`config.mk`:
```
export PLATFORM = sky130hd
export DESIGN_NAME = periph_regfile
export DESIGN_NICKNAME = d
export VERILOG_FILES = /design/src/rtl/periph_regfile_pkg.sv /design/src/rtl/periph_uart_ch_regs.sv /design/src/rtl/periph_regfile.sv
export SDC_FILE = /design/constraint.sdc
export NUM_CORES = 1
export LEC_CHECK = 0
export CORE_MARGIN = 10
export CORE_UTILIZATION = 50
export CTS_CLUSTER_SIZE = 40
export DETAILED_ROUTE_END_ITERATION = 10
export DONT_BUFFER_PORTS = 1
export SYNTH_ARGS = -nofsm -noshare
export SYNTH_HDL_FRONTEND = slang
export SYNTH_SLANG_ARGS = --single-unit
export TNS_END_PERCENT = 5
```
`constraint.sdc`:
```
create_clock -name clk -period 1.6 [get_ports clk]
set_input_delay 0.32 -clock clk [delete_from_list [all_inputs] [get_ports clk]]
set_output_delay 0.32 -clock clk [all_outputs]
set_load 0.01 [all_outputs]
```
`src/rtl/periph_regfile_pkg.sv`:
```
// Shared constants for the peripheral register bank: address offsets, byte-lane positions, reset defaults.
// Pure declarations; no timing or flow control of its own.
package periph_regfile_pkg;

    localparam int CH_STRIDE = 4;

    localparam logic [7:0] CFG_RST_DEF = 8'd17;

    // Byte lanes of a channel word and the byte enable that guards each writable lane
    localparam int STATUS_LSB = 0;
    localparam int SEND_LSB   = 8;
    localparam int RCVD_LSB   = 16;
    localparam int CFG_LSB    = 24;
    localparam int SEND_BE    = 1;
    localparam int CFG_BE     = 3;
    localparam int IRQ_BE     = 0;

    function automatic int led_ofs(input int n_ch);
        return CH_STRIDE * n_ch;
    endfunction

    function automatic int irq_stat_ofs(input int n_ch);
        return CH_STRIDE * n_ch + 4;
    endfunction

    function automatic int irq_en_ofs(input int n_ch);
        return CH_STRIDE * n_ch + 8;
    endfunction

endpackage

```
`src/rtl/periph_uart_ch_regs.sv`:
```
// One UART channel's registers: send byte + start strobe, config byte, sticky W1C interrupt bit.
// Writes land on the strobe edge; read word is combinational; never stalls.
module periph_uart_ch_regs
    import periph_regfile_pkg::*;
#(
    parameter logic [7:0] CFG_RST = CFG_RST_DEF
) (
    input  logic        clk,
    input  logic        rstb,
    input  logic        send_we,
    input  logic [7:0]  send_wdat,
    input  logic        cfg_we,
    input  logic [7:0]  cfg_wdat,
    input  logic        irq_clr,
    input  logic        irq_evt,
    input  logic [7:0]  status,
    input  logic [7:0]  rcvd,
    output logic [7:0]  send_byte,
    output logic        send_pulse,
    output logic [7:0]  cfg,
    output logic        irq_stat,
    output logic [31:0] rd_word
);

    always_ff @(posedge clk or negedge rstb) begin
        if (!rstb) begin
            send_byte  <= '0;
            send_pulse <= 1'b0;
            cfg        <= CFG_RST;
            irq_stat   <= 1'b0;
        end else begin
            // Strobe fires on every send write, even when the byte value is unchanged
            send_pulse <= send_we;
            if (send_we) send_byte <= send_wdat;
            if (cfg_we)  cfg       <= cfg_wdat;
            irq_stat <= irq_evt | (irq_stat & ~irq_clr);
        end
    end

    always_comb begin
        rd_word                      = '0;
        rd_word[STATUS_LSB +: 8]     = status;
        rd_word[SEND_LSB   +: 8]     = send_byte;
        rd_word[RCVD_LSB   +: 8]     = rcvd;
        rd_word[CFG_LSB    +: 8]     = cfg;
    end

endmodule

```
`src/rtl/periph_regfile.sv`:
```
// Memory-mapped register bank for N_CH UART channels, LED field and per-channel interrupts.
// Read data registered with 1-cycle latency; writes single-cycle; no backpressure on either port.
module periph_regfile
    import periph_regfile_pkg::*;
#(
    parameter int          N_CH    = 2,
    parameter int          LED_W   = 4,
    parameter logic [7:0]  CFG_RST = CFG_RST_DEF,
    parameter int          ADDR_W  = 16
) (
    input  logic                clk,
    input  logic                rstb,
    input  logic [8*N_CH-1:0]   uart_status,
    input  logic [8*N_CH-1:0]   uart_rcvd_byte,
    output logic [8*N_CH-1:0]   uart_send_byte,
    output logic [N_CH-1:0]     uart_send_pulse,
    output logic [8*N_CH-1:0]   uart_cfg,
    output logic [LED_W-1:0]    led_b,
    input  logic [N_CH-1:0]     irq_evt,
    output logic                irq,
    input  logic                wr_en,
    input  logic [3:0]          be,
    input  logic [ADDR_W-1:0]   wr_addr,
    input  logic [31:0]         wdata,
    input  logic                rd_en,
    input  logic [ADDR_W-1:0]   rd_addr,
    output logic [31:0]         rdata,
    output logic                rd_rdy
);

    localparam logic [ADDR_W-1:0] LED_ADDR      = ADDR_W'(led_ofs(N_CH));
    localparam logic [ADDR_W-1:0] IRQ_STAT_ADDR = ADDR_W'(irq_stat_ofs(N_CH));
    localparam logic [ADDR_W-1:0] IRQ_EN_ADDR   = ADDR_W'(irq_en_ofs(N_CH));

    logic [N_CH-1:0] irq_stat;
    logic [N_CH-1:0] irq_en;
    logic [31:0]     ch_word [N_CH];
    logic [31:0]     rd_word;
    logic [31:0]     be_bits;
    logic            stat_clr_hit;
    logic            unused_ok;

    assign be_bits      = {{8{be[3]}}, {8{be[2]}}, {8{be[1]}}, {8{be[0]}}};
    assign stat_clr_hit = wr_en && (wr_addr == IRQ_STAT_ADDR) && be[IRQ_BE];
    assign unused_ok    = ^{wdata, be_bits};

    for (genvar c = 0; c < N_CH; c++) begin : g_ch
        localparam logic [ADDR_W-1:0] CH_ADDR = ADDR_W'(CH_STRIDE * c);
        logic ch_hit;
        assign ch_hit = wr_en && (wr_addr == CH_ADDR);

        periph_uart_ch_regs #(
            .CFG_RST (CFG_RST)
        ) u_ch (
            .clk        (clk),
            .rstb       (rstb),
            .send_we    (ch_hit && be[SEND_BE]),
            .send_wdat  (wdata[SEND_LSB +: 8]),
            .cfg_we     (ch_hit && be[CFG_BE]),
            .cfg_wdat   (wdata[CFG_LSB +: 8]),
            .irq_clr    (stat_clr_hit && wdata[c]),
            .irq_evt    (irq_evt[c]),
            .status     (uart_status[8*c +: 8]),
            .rcvd       (uart_rcvd_byte[8*c +: 8]),
            .send_byte  (uart_send_byte[8*c +: 8]),
            .send_pulse (uart_send_pulse[c]),
            .cfg        (uart_cfg[8*c +: 8]),
            .irq_stat   (irq_stat[c]),
            .rd_word    (ch_word[c])
        );
    end

    // Exact match against aligned offsets, so misaligned and unmapped addresses fall through to 0
    always_comb begin
        rd_word = '0;
        for (int c = 0; c < N_CH; c++) begin
            if (rd_addr == ADDR_W'(CH_STRIDE * c)) rd_word = ch_word[c];
        end
        if (rd_addr == LED_ADDR)      rd_word = 32'(led_b);
        if (rd_addr == IRQ_STAT_ADDR) rd_word = 32'(irq_stat);
        if (rd_addr == IRQ_EN_ADDR)   rd_word = 32'(irq_en);
    end

    always_ff @(posedge clk or negedge rstb) begin
        if (!rstb) begin
            led_b  <= '0;
            irq_en <= '0;
            irq    <= 1'b0;
            rdata  <= '0;
            rd_rdy <= 1'b0;
        end else begin
            if (wr_en && (wr_addr == LED_ADDR))
                led_b <= (led_b & ~be_bits[LED_W-1:0]) | (wdata[LED_W-1:0] & be_bits[LED_W-1:0]);
            if (wr_en && (wr_addr == IRQ_EN_ADDR) && be[IRQ_BE])
                irq_en <= wdata[N_CH-1:0];
            irq    <= |(irq_stat & irq_en);
            rdata  <= rd_en ? rd_word : 32'd0;
            rd_rdy <= rd_en;
        end
    end

endmodule

```
==> qor.csv, run 1 <==
stage;metric;value;unit
logic_synthesis;synth_seq_cells;76;
cts;cts_made_buffers;9;
power;powerDensity;960.6;mW/mm2
timing;setup_slack;-0.5755;ps
logic_synthesis;synthFlopType;dfrtp_1;
floorplanning;fp.coreArea;0.006061;mm2
routing;drc;0;
critical_path;reg2regPathDepth;3;
power;ir_drop;0.5171;mV
grt;use_met2;29.22;%
logic_synthesis;async_flop_share;100.0;%
routing;routed_wl;8284;um
timing;max_freq;624.8;MHz
status;violations;negative hold slack, negative setup slack;
critical_path;start_kind;input port;
finish;post-route-util;58.51;%
power;clock_power_share;41.5;%
power;p_leak;0.001781;uW
routing;ant_nets;0;
routing;post_drt_wl_per_cell;25.73;um
grt;top_usage_layer;met2;
timing;setup_viol;1;
grt;grt_pass1_wl;12330;um
grt;use_met3;8.166;%
logic_synthesis;synthTopCellsByCount;72 x dfrtp_1, 38 x mux2_2, 33 x nor2_1, 30 x mux2i_1, 6 x clkbuf_1;
finish;num_antenna_cells;0;
critical_path;slowest_delay;560;ps
timing;fin_crit;1601;ps
finish;drive_gt1_share;31.98;%
critical_path;path_cells;or4_4 > nor3b_4 > nand4b_4 > mux2_2;
cts;htreeDepth;3;
cts;holdBufCountCts;1;
logic_synthesis;avgSynthCellArea;13.70;um2
logic_synthesis;syn_area;0.003179;mm2
timing;finalSetupTns;-0.5755;ps
cts;post-cts-setup-buffers;0;
floorplanning;initial_core_util;52.46;%
routing;num_vias;1950;
floorplanning;die_area;0.009948;mm2
power;p_int;2692;uW
timing;maxSlewViolCount;0;
logic_synthesis;synth_edf_count;0;
grt;grt_use_total;16.00;%
routing;dr.pass1.iters;4;
logic_synthesis;yosysSeqAreaShare;59.98;%
timing;holdWs;-328.8;ps
timing;min_period_over_period;100.0;%
critical_path;cp.required;1820;ps
logic_synthesis;netlist_instances;232;
floorplanning;io_pins;178;
critical_path;crit_path_end_kind;flop;
power;sw_frac_of_total;20.96;%
timing;fin_skew;6.766;ps
cts;clock_latency;330;ps
power;power_frac_comb;2.0;%
grt;use_met1;14.93;%
cts;cts_max_path_buffers;2;
finish;final_nets;348;
floorplanning;core.rowCount;28;
power;seqPwrFrac;56.4;%
routing;via_per_inst;6.056;
finish;area_delta_synth_final;11.53;%
floorplanning;die_w;99.74;um
grt;grt_pass1_vias;2145;
status;status;complete, but fails checks;
critical_path;worstPathMaxFanout;8;
logic_synthesis;synth.most_common_cell;dfrtp_1;
cts;cts.sinks;76;
cts;cts_root_buffer;clkbuf_8;
power;totalPowerFinal;3406;uW
timing;relSlewSlack;78.29;%
critical_path;worstSetupPathType;in -> reg;
grt;antenna_found_initial;0;
logic_synthesis;synth_cell_types;30;
min_path;min_path_type;in -> async;
logic_synthesis;syn_nets;338;
cts;cts_tree;done;
logic_synthesis;synth_top_cell_area_share;56.67;%
routing;drt_iter0_drc;52;
job;max-cap-violations;0;
place;port_buffers;0;
critical_path;ff2ff_setup_slack;430;ps
logic_synthesis;ys_warn_count;0;
logic_synthesis;synthTopCellsByArea;dfrtp_1 57%, mux2_2 13%, mux2i_1 9.4%, nor2_1 3.9%, dfstp_2 3.3%;
grt;overflow;0;
critical_path;crit_slowest_cell;or4_4;
timing;tightest_slew;325.2;ps
place;post-dp-hpwl;6457;um
power;net-switching-power;714.1;uW
timing;rsz0062_at_grt;yes;
logic_synthesis;synth_area_leader_cell;dfrtp_1;
cts;clkTransAtPathRegs;80;ps
critical_path;arrival;1820;ps
floorplanning;die_y;99.74;um
timing;finalHoldViolations;76;
place;place.gp.congestion;0.8284;
grt;grt_max_degree;77;
placed cells by master (no fill, tap or decap), drive strengths merged, types with 3 or more instances in the layout:
| cell type | netlist | final |
|---|---|---|
| mux2 | 38 | 38 |
| nand2 | 3 | 3 |
| dfstp | 4 | 4 |
| mux2i | 30 | 30 |
| nand4 | 5 | 5 |
| nor3 | 4 | 4 |
| clkinv | 0 | 4 |
| nor3b | 3 | 3 |
| buf | 6 | 10 |
| dfrtp | 72 | 72 |
| clkbuf | 6 | 10 |
| nor2 | 33 | 33 |
| nor4 | 5 | 5 |
cell families (layout without fill, tap and decap cells):
group / after synthesis / after routing / synth area share (%)
DFF: 76 / 76 / 59.98
muxes: 70 / 70 / 24.32
and+or+nand+nor: 65 / 65 / 12.28
buffers and inverters: 14 / 29 / 1.968
AOI/OAI and AO/OA: 7 / 7 / 1.456
power by group through the flow:
stage / clock (uW) / sequential [uW] / combinational, uW
floorplan: 0 / 1960 / 86.1
global placement: 0 / 1960 / 64.1
detailed placement: 0 / 1960 / 67.3
CTS: 1450 / 1920 / 69.2
global route: 1540 / 1920 / 75.3
finish: 1410 / 1920 / 68.7
stage by stage:
step / hold WS (ps) / worst slack, ps / cells / cell area [um2]
floorplan: 24.41 / -175.0 / 232 / 3198
global placement: 26.77 / -294.5 / 305 / 3337
detailed placement: 26.80 / -358.6 / 305 / 3337
CTS: -345.1 / 8.263 / 322 / 3540
global route: -355.7 / -17.88 / 322 / 3546
finish: -328.8 / -0.5755 / 322 / 3546
sequential cells by signal (all words and copies together) (netlist names), named ones only:
signal                count
g_ch.u_ch.cfg            16
g_ch.u_ch.irq_stat        2
g_ch.u_ch.send_byte      16
g_ch.u_ch.send_pulse      2
irq                       1
irq_en                    2
rd_rdy                    1
rdata                    32
cell type report:
cell class                 instances  area (um2)
sequential                        76        1907
clock buffer                      10       127.6
inverter                           2       7.507
multi-input combinational        142        1235
clock inverter                     6       65.06
tap                               75       93.84
fill                             507        2515
timing repair buffer              11       110.1
critical path, delay by kind of cell:
kind | cells | cell delay [ps]
mux | 1 | 340
simple gates | 3 | 1160
what timing repair did:
action / 4_1_cts / 5_1_grt
resized for setup: 0 / 1
hold endpoints to repair: 77 / 76
setup endpoints to repair: 0 / 20
worst paths after layout:
kind,start,endpoint
hold / removal,rstb,g_ch[1].u_ch.send_pulse
min in group clk,rd_addr[4],rdata[3]
setup reg to reg,flop,rdata[0]
setup / recovery,wr_addr[7],g_ch[1].u_ch.cfg[2]
hold reg to reg,g_ch[0].u_ch.irq_stat,g_ch[0].u_ch.irq_stat
max in group asynchronous,rstb,g_ch[0].u_ch.cfg[4]
layer usage:
layer  share of wire (%)  routed length (um)
met3                  12                 961
met4                0.99                  82
met2                  56                4608
met5                   0                   0
met1                  32                2631
Power figures use the tool's default switching activity.
==> run 2, diff against run 1 <==
Settings changed: SYNTH_HIERARCHICAL set to 1.
==> qor.csv, run 2 <==
stage;metric;value;unit;change
status;status;complete, but fails checks;;
status;violations;negative hold slack, negative setup slack;;
critical_path;reg2regPathDepth;3;;unchanged
critical_path;path_cells;or4_4 > or4b_4 > nor2_4 > mux2_2;;
timing;rsz0062_at_grt;yes;;
power;p_leak;0.001665;uW;-6.5%
place;port_buffers;0;;unchanged
grt;overflow;0;;unchanged
floorplanning;initial_core_util;51.68;%;-0.77 points
grt;antenna_found_initial;0;;unchanged
timing;max_freq;587.6;MHz;-5.9%
critical_path;worstSetupPathType;in -> reg;;
logic_synthesis;synth_area_leader_cell;dfrtp_1;;
floorplanning;die_w;106.6;um;+6.9%
finish;drive_gt1_share;31.87;%;-0.11 points
place;place.gp.congestion;0.7438;;-10%
logic_synthesis;synthFlopType;dfrtp_1;;
logic_synthesis;syn_nets;404;;+20%
grt;grt_max_degree;77;;unchanged
timing;tightest_slew;476.9;ps;+151.7 ps
timing;setup_slack;-101.7;ps;-101.2 ps
critical_path;crit_path_end_kind;flop;;
logic_synthesis;synthTopCellsByCount;72 x dfrtp_1, 64 x buf_4, 36 x nor2_1, 32 x mux2_4, 28 x mux2i_1;;
cts;cts.sinks;76;;unchanged
place;post-dp-hpwl;6336;um;-1.9%
routing;post_drt_wl_per_cell;23.69;um;-7.9%
finish;final_cells;350;;+8.7%
cts;htreeDepth;3;;unchanged
critical_path;crit_slowest_cell;or4b_4;;
critical_path;slowest_delay;560;ps;about the same
routing;routed_wl;8293;um;+0.11%
cts;clock_latency;350;ps;+20 ps
finish;final_nets;352;;+1.1%
floorplanning;fp.coreArea;0.007253;mm2;+20%
timing;min_period_over_period;106.4;%;+6.3 points
cts;cts_root_buffer;clkbuf_8;;
timing;fin_crit;1702;ps;+101.2 ps
critical_path;ff2ff_setup_slack;520;ps;+90 ps
critical_path;cp-startpoint;wr_addr[8];;
finish;layout_commonest_cell;dfrtp_1;;
critical_path;worstPathMaxFanout;4;;-4
finish;post-route-util;50.08;%;-8.4 points
logic_synthesis;synth_edf_count;0;;unchanged
routing;drt_iter0_drc;50;;-3.8%
power;powerDensity;917.7;mW/mm2;-4.5%
logic_synthesis;synth_top_cell_area_share;48.06;%;-8.6 points
timing;relSlewSlack;67.76;%;-11 points
grt;grt_pass1_vias;2172;;+1.3%
timing;setup_viol;35;;+34
cts;clkTransAtPathRegs;90;ps;about the same
routing;num_vias;1899;;-2.6%
floorplanning;core.rowCount;31;;+11%
timing;holdWs;-342.2;ps;-13.41 ps
cts;holdBufCountCts;1;;unchanged
timing;finalHoldViolations;76;;unchanged
timing;maxSlewViolCount;0;;unchanged
grt;grt_pass1_wl;12710;um;+3.1%
critical_path;cp.required;1830;ps;about the same
critical_path;start_kind;input port;;
logic_synthesis;ys_warn_count;6;;+6
finish;area_delta_synth_final;-3.104;%;
cts;cts_made_buffers;9;;unchanged
place;dp.cells;333;;+9.2%
power;totalPowerFinal;3333;uW;-2.1%
power;ir_drop;0.4942;mV;-4.4%
cts;cts_max_path_buffers;2;;unchanged
finish;num_antenna_cells;0;;unchanged
timing;fin_skew;8.638;ps;+1.872 ps
logic_synthesis;netlist_instances;298;;+28%
logic_synthesis;yosysSeqAreaShare;50.87;%;-9.1 points
finish;largestRegisters;rdata x32, g_ch.u_ch/cfg x16, g_ch.u_ch/send_byte x16;;
routing;dr.pass1.iters;4;;unchanged
logic_synthesis;syn_area;0.003749;mm2;+18%
logic_synthesis;synth_cell_types;29;;-3.3%
floorplanning;die_area;0.01136;mm2;+14%
critical_path;arrival;1930;ps;+110 ps
routing;ant_nets;0;;unchanged
job;max-cap-violations;0;;unchanged
finish;largest_register_ffs;32;;unchanged
routing;drc;0;;unchanged
finish;layout_common_cells;72 x dfrtp_1, 34 x nor2_1, 32 x mux2_4, 28 x mux2i_1, 10 x mux2_2;;
critical_path;worstReg2RegEnd;rdata[1];;
logic_synthesis;synth.most_common_cell;dfrtp_1;;
floorplanning;die_y;106.6;um;+6.9%
grt;grt_use_total;14.43;%;-1.6 points
floorplanning;io_pins;178;;unchanged
logic_synthesis;async_flop_share;100.0;%;unchanged
routing;via_per_inst;5.426;;-10%
min_path;min_path_type;in -> async;;
finish;largest-register;rdata;;
logic_synthesis;synthTopCellsByArea;dfrtp_1 48%, buf_4 13%, mux2_4 13%, mux2i_1 7.5%, nor2_1 3.6%;;
logic_synthesis;avgSynthCellArea;12.58;um2;-8.2%
logic_synthesis;synth_seq_cells;76;;unchanged
cts;cts_tree;done;;
## run 2: cell count changes after synthesis, moves of 3 or more
cell / previous run / this run
buf_4: 2 / 64
and2_1: 0 / 4
mux2_4: 0 / 32
buf_6: 0 / 4
nor3_1: 4 / 1
mux2_2: 38 / 10
a22oi_1: 0 / 4
nor2_1: 33 / 36
nand4_1: 5 / 2
## run 2: per-stage QoR
step | TNS [ps] | area [um2] | setup slack [ps] | hold WS, ps
after global routing | -3502 | 3632 | -138.4 | -369.2
after floorplan | -12500 | 3755 | -379.1 | 24.41
final | -1487 | 3632 | -101.7 | -342.2
after detailed placement | -16270 | 3406 | -445.6 | 27.27
after CTS | -882.3 | 3612 | -69.61 | -363.5
after global placement | -16200 | 3406 | -431.6 | 26.74
## run 2: metal layers
| layer | part of all wire [%] | up-vias | global-route usage, % |
|---|---|---|---|
| met2 | 49 | 115 | 23.40 |
| met3 | 14 | 13 | 7.784 |
| met4 | 1.8 | 0 | 6.480 |
| met5 | 0 | - | 0 |
| li1 | - | 848 | - |
| met1 | 36 | 923 | 15.20 |
## run 2: timing repair
item                                   4_1_cts  5_1_grt
resized for setup                            4        4
setup endpoints to repair                   35       40
endpoints found under the hold margin       77       76
setup buffers                                0        0
## run 2: report_power, final
part	internal, uW	leakage, uW	switching (uW)
registers	1920	0.00103	1.53
clock network	584	0.0000833	765
logic	44.7	0.000547	17.1
## run 2: worst max-delay path, delay by kind of cell
family / cells / cell delay, ps
muxes: 1 / 350
and+or+nand+nor: 3 / 1260
## run 2: logic make-up (layout without fill, tap and decap cells)
logic type      Yosys count  in the layout  share of synthesized area, %
flops                    76             76                         50.87
compound gates           12             12                         2.236
simple gates             64             64                         8.778
buf+inv                  76             29                         14.82
mux                      70             70                         23.30
## run 2: cell type report
type / count / area [um2]
multi-input cells: 146 / 1313
flip-flops and latches: 76 / 1907
clock inverters: 7 / 57.56
well taps: 99 / 123.9
fillers: 650 / 3621
repair buffers: 11 / 100.1
clock buffers: 9 / 123.9
inverters: 2 / 7.507
## run 2: worst min path at each step
stage	from	end	slack (ps)	cells after the start
finish	rstb	rdata[22]	-340	0
global route	rstb	g_ch[1].u_ch/send_byte[7]	-370	0
CTS	rstb	rdata[16]	-360	0
detailed placement	rstb	rdata[21]	30	0
global placement	rstb	rdata[0]	30	0
floorplan	rstb	async pin	20	0
==> run 3, diff against run 2 <==
Settings changed: CELL_PAD_IN_SITES_DETAIL_PLACEMENT set to 0, CELL_PAD_IN_SITES_GLOBAL_PLACEMENT set to 1, PLACE_DENSITY_LB_ADDON set to 0.1.
==> qor.csv, run 3 (synthesis gave the netlist of run 2 again) <==
stage;metric;value;unit;change
routing;ant_nets;0;;unchanged
timing;setup_viol;27;;-23%
routing;drt_iter0_drc;50;;unchanged
status;violations;negative hold slack, negative setup slack;;
power;powerDensity;952.3;mW/mm2;+3.8%
place;pre_cts_ws;-465.1;ps;-19.51 ps
critical_path;critPathTopFamily;simple AND/OR/NAND/NOR gates;;
status;status;complete, but fails checks;;
cts;cts_made_buffers;9;;unchanged
place;post-dp-hpwl;6455;um;+1.9%
finish;num_antenna_cells;0;;unchanged
timing;rsz0062_at_grt;yes;;
finish;largest-register;rdata;;
grt;grt_pass1_wl;12910;um;+1.6%
critical_path;cp.required;1820;ps;about the same
critical_path;arrival;1950;ps;+20 ps
floorplanning;io_pins;178;;unchanged
critical_path;crit_slowest_cell;or4b_4;;
critical_path;worstPathMaxFanout;4;;unchanged
grt;grt_max_degree;77;;unchanged
routing;drc;0;;unchanged
power;ir_drop;0.4844;mV;-2.0%
floorplanning;fp.coreArea;0.007253;mm2;unchanged
finish;drive_gt1_share;31.60;%;-0.27 points
timing;min_period_over_period;108.5;%;+2.1 points
cts;cts.sinks;76;;unchanged
grt;grt_use_total;14.66;%;+0.24 points
routing;num_vias;1921;;+1.2%
finish;largest_register_ffs;32;;unchanged
finish;layout_commonest_cell;dfrtp_1;;
grt;overflow;0;;unchanged
cts;holdBufCountCts;1;;unchanged
cts;clock_latency;340;ps;about the same
routing;post_drt_wl_per_cell;24.42;um;+3.1%
timing;holdWs;-333.4;ps;+8.811 ps
timing;relSlewSlack;58.76;%;-9.0 points
min_path;min_path_type;in -> async;;
timing;fin_skew;8.601;ps;-0.03674 ps
timing;fin_crit;1735;ps;+33.68 ps
finish;multiInputGateArea;0.001309;mm2;-0.29%
cts;cts_root_buffer;clkbuf_8;;
place;port_buffers;0;;unchanged
cts;cts_max_path_buffers;2;;unchanged
floorplanning;initial_core_util;51.68;%;unchanged
floorplanning;die_area;0.01136;mm2;unchanged
cts;clkTransAtPathRegs;80;ps;about the same
finish;final_nets;351;;-0.28%
timing;finalHoldViolations;76;;unchanged
floorplanning;die_y;106.6;um;unchanged
timing;max_freq;576.2;MHz;-1.9%
routing;routed_wl;8522;um;+2.8%
finish;layout_common_cells;72 x dfrtp_1, 33 x nor2_1, 32 x mux2_4, 28 x mux2i_1, 10 x mux2_2;;
timing;maxSlewViolCount;0;;unchanged
cts;cts_tree;done;;
cts;htreeDepth;3;;unchanged
critical_path;slowest_delay;560;ps;about the same
power;p_leak;0.001682;uW;+1.0%
place;place.gp.congestion;0.7604;;+2.2%
routing;via_per_inst;5.504;;+1.4%
routing;dr.pass1.iters;4;;unchanged
critical_path;worstSetupPathType;in -> reg;;
timing;setup_slack;-135.4;ps;-33.68 ps
critical_path;timing.critical_path.buf_inv;0;;unchanged
floorplanning;die_w;106.6;um;unchanged
grt;grt_pass1_vias;2138;;-1.6%
floorplanning;core.rowCount;31;;unchanged
critical_path;crit_path_end_kind;flop;;
grt;antenna_found_initial;0;;unchanged
finish;fill_cells;660;;+1.5%
finish;layout.area.seq;0.001907;mm2;unchanged
finish;area_delta_synth_final;-2.403;%;
critical_path;start_kind;input port;;
job;max-cap-violations;0;;unchanged
finish;largestRegisters;rdata x32, g_ch.u_ch/cfg x16, g_ch.u_ch/send_byte x16;;
timing;tightest_slew;609.9;ps;+133.0 ps
critical_path;path_cells;or4_4 > or4b_4 > nor2_4 > mux2_2;;
timing;finalSetupTns;-1223;ps;+264.1 ps
[run 3: cell types whose count changed in the layout (fill, tap and decap cells not counted), sizes merged]
cell and change:
buf -1, clkinv +1, inv -1, bufinv +1
clkinvlp -1
[run 3: final cells by class]
class / instances / share of cell area (%)
Clock buffer: 9 / 3.386
Inverter: 2 / 0.2052
Sequential cell: 76 / 52.12
Timing Repair Buffer: 10 / 2.873
Clock inverter: 7 / 2.257
Tap cell: 99 / 3.386
Multi-Input combinational cell: 146 / 35.77
[run 3: stage by stage]
stage               std cells  util, %  power (uW)  hold slack, ps  cell area [um2]
global route              349    50.44        3635          -365.0             3659
CTS                       349    50.22        3530          -352.3             3642
finish                    349    50.44        3484          -333.4             3659
detailed placement        332    47.02        2020           27.39             3411
floorplan                 298        -        2087           24.41             3755
global placement          332    47.02        2018           27.22             3411
[run 3: worst paths after layout]
kind,slack (ps),end,from,depth (start not counted)
worst max-delay path,-140,flop,wr_addr[8],4
worst min-delay path,-330,rdata[23],rstb,0
worst max register to register,490,rdata[0],flop,3
worst min register to register,500,g_ch[1].u_ch/irq_stat,g_ch[1].u_ch/irq_stat,1
max in group asynchronous,1740,g_ch[1].u_ch/cfg[4],rstb,0
min in group clk,70,g_ch[0].u_ch/irq_stat,irq_evt[0],1
[run 3: timing repair]
action                     4_1_cts  5_1_grt
setup endpoints to repair       34       38
gates resized for setup          4        4
hold endpoints to repair        77       76
buffers inserted                 0        0
[run 3: power by group]
group          switching, uW  internal [uW]
Sequential              1.46           1920
Clock                    755            745
Combinational           17.8           44.5
[run 3: metal layers]
layer | wire [um] | up-vias | global-route usage (%) | part of all wire [%]
met4 | 74 | 0 | 4.932 | 0.87
met1 | 3089 | 955 | 16.56 | 36
met3 | 1085 | 7 | 7.365 | 13
li1 | - | 843 | - | -
met5 | 0 | - | 0 | 0
met2 | 4273 | 116 | 23.62 | 50
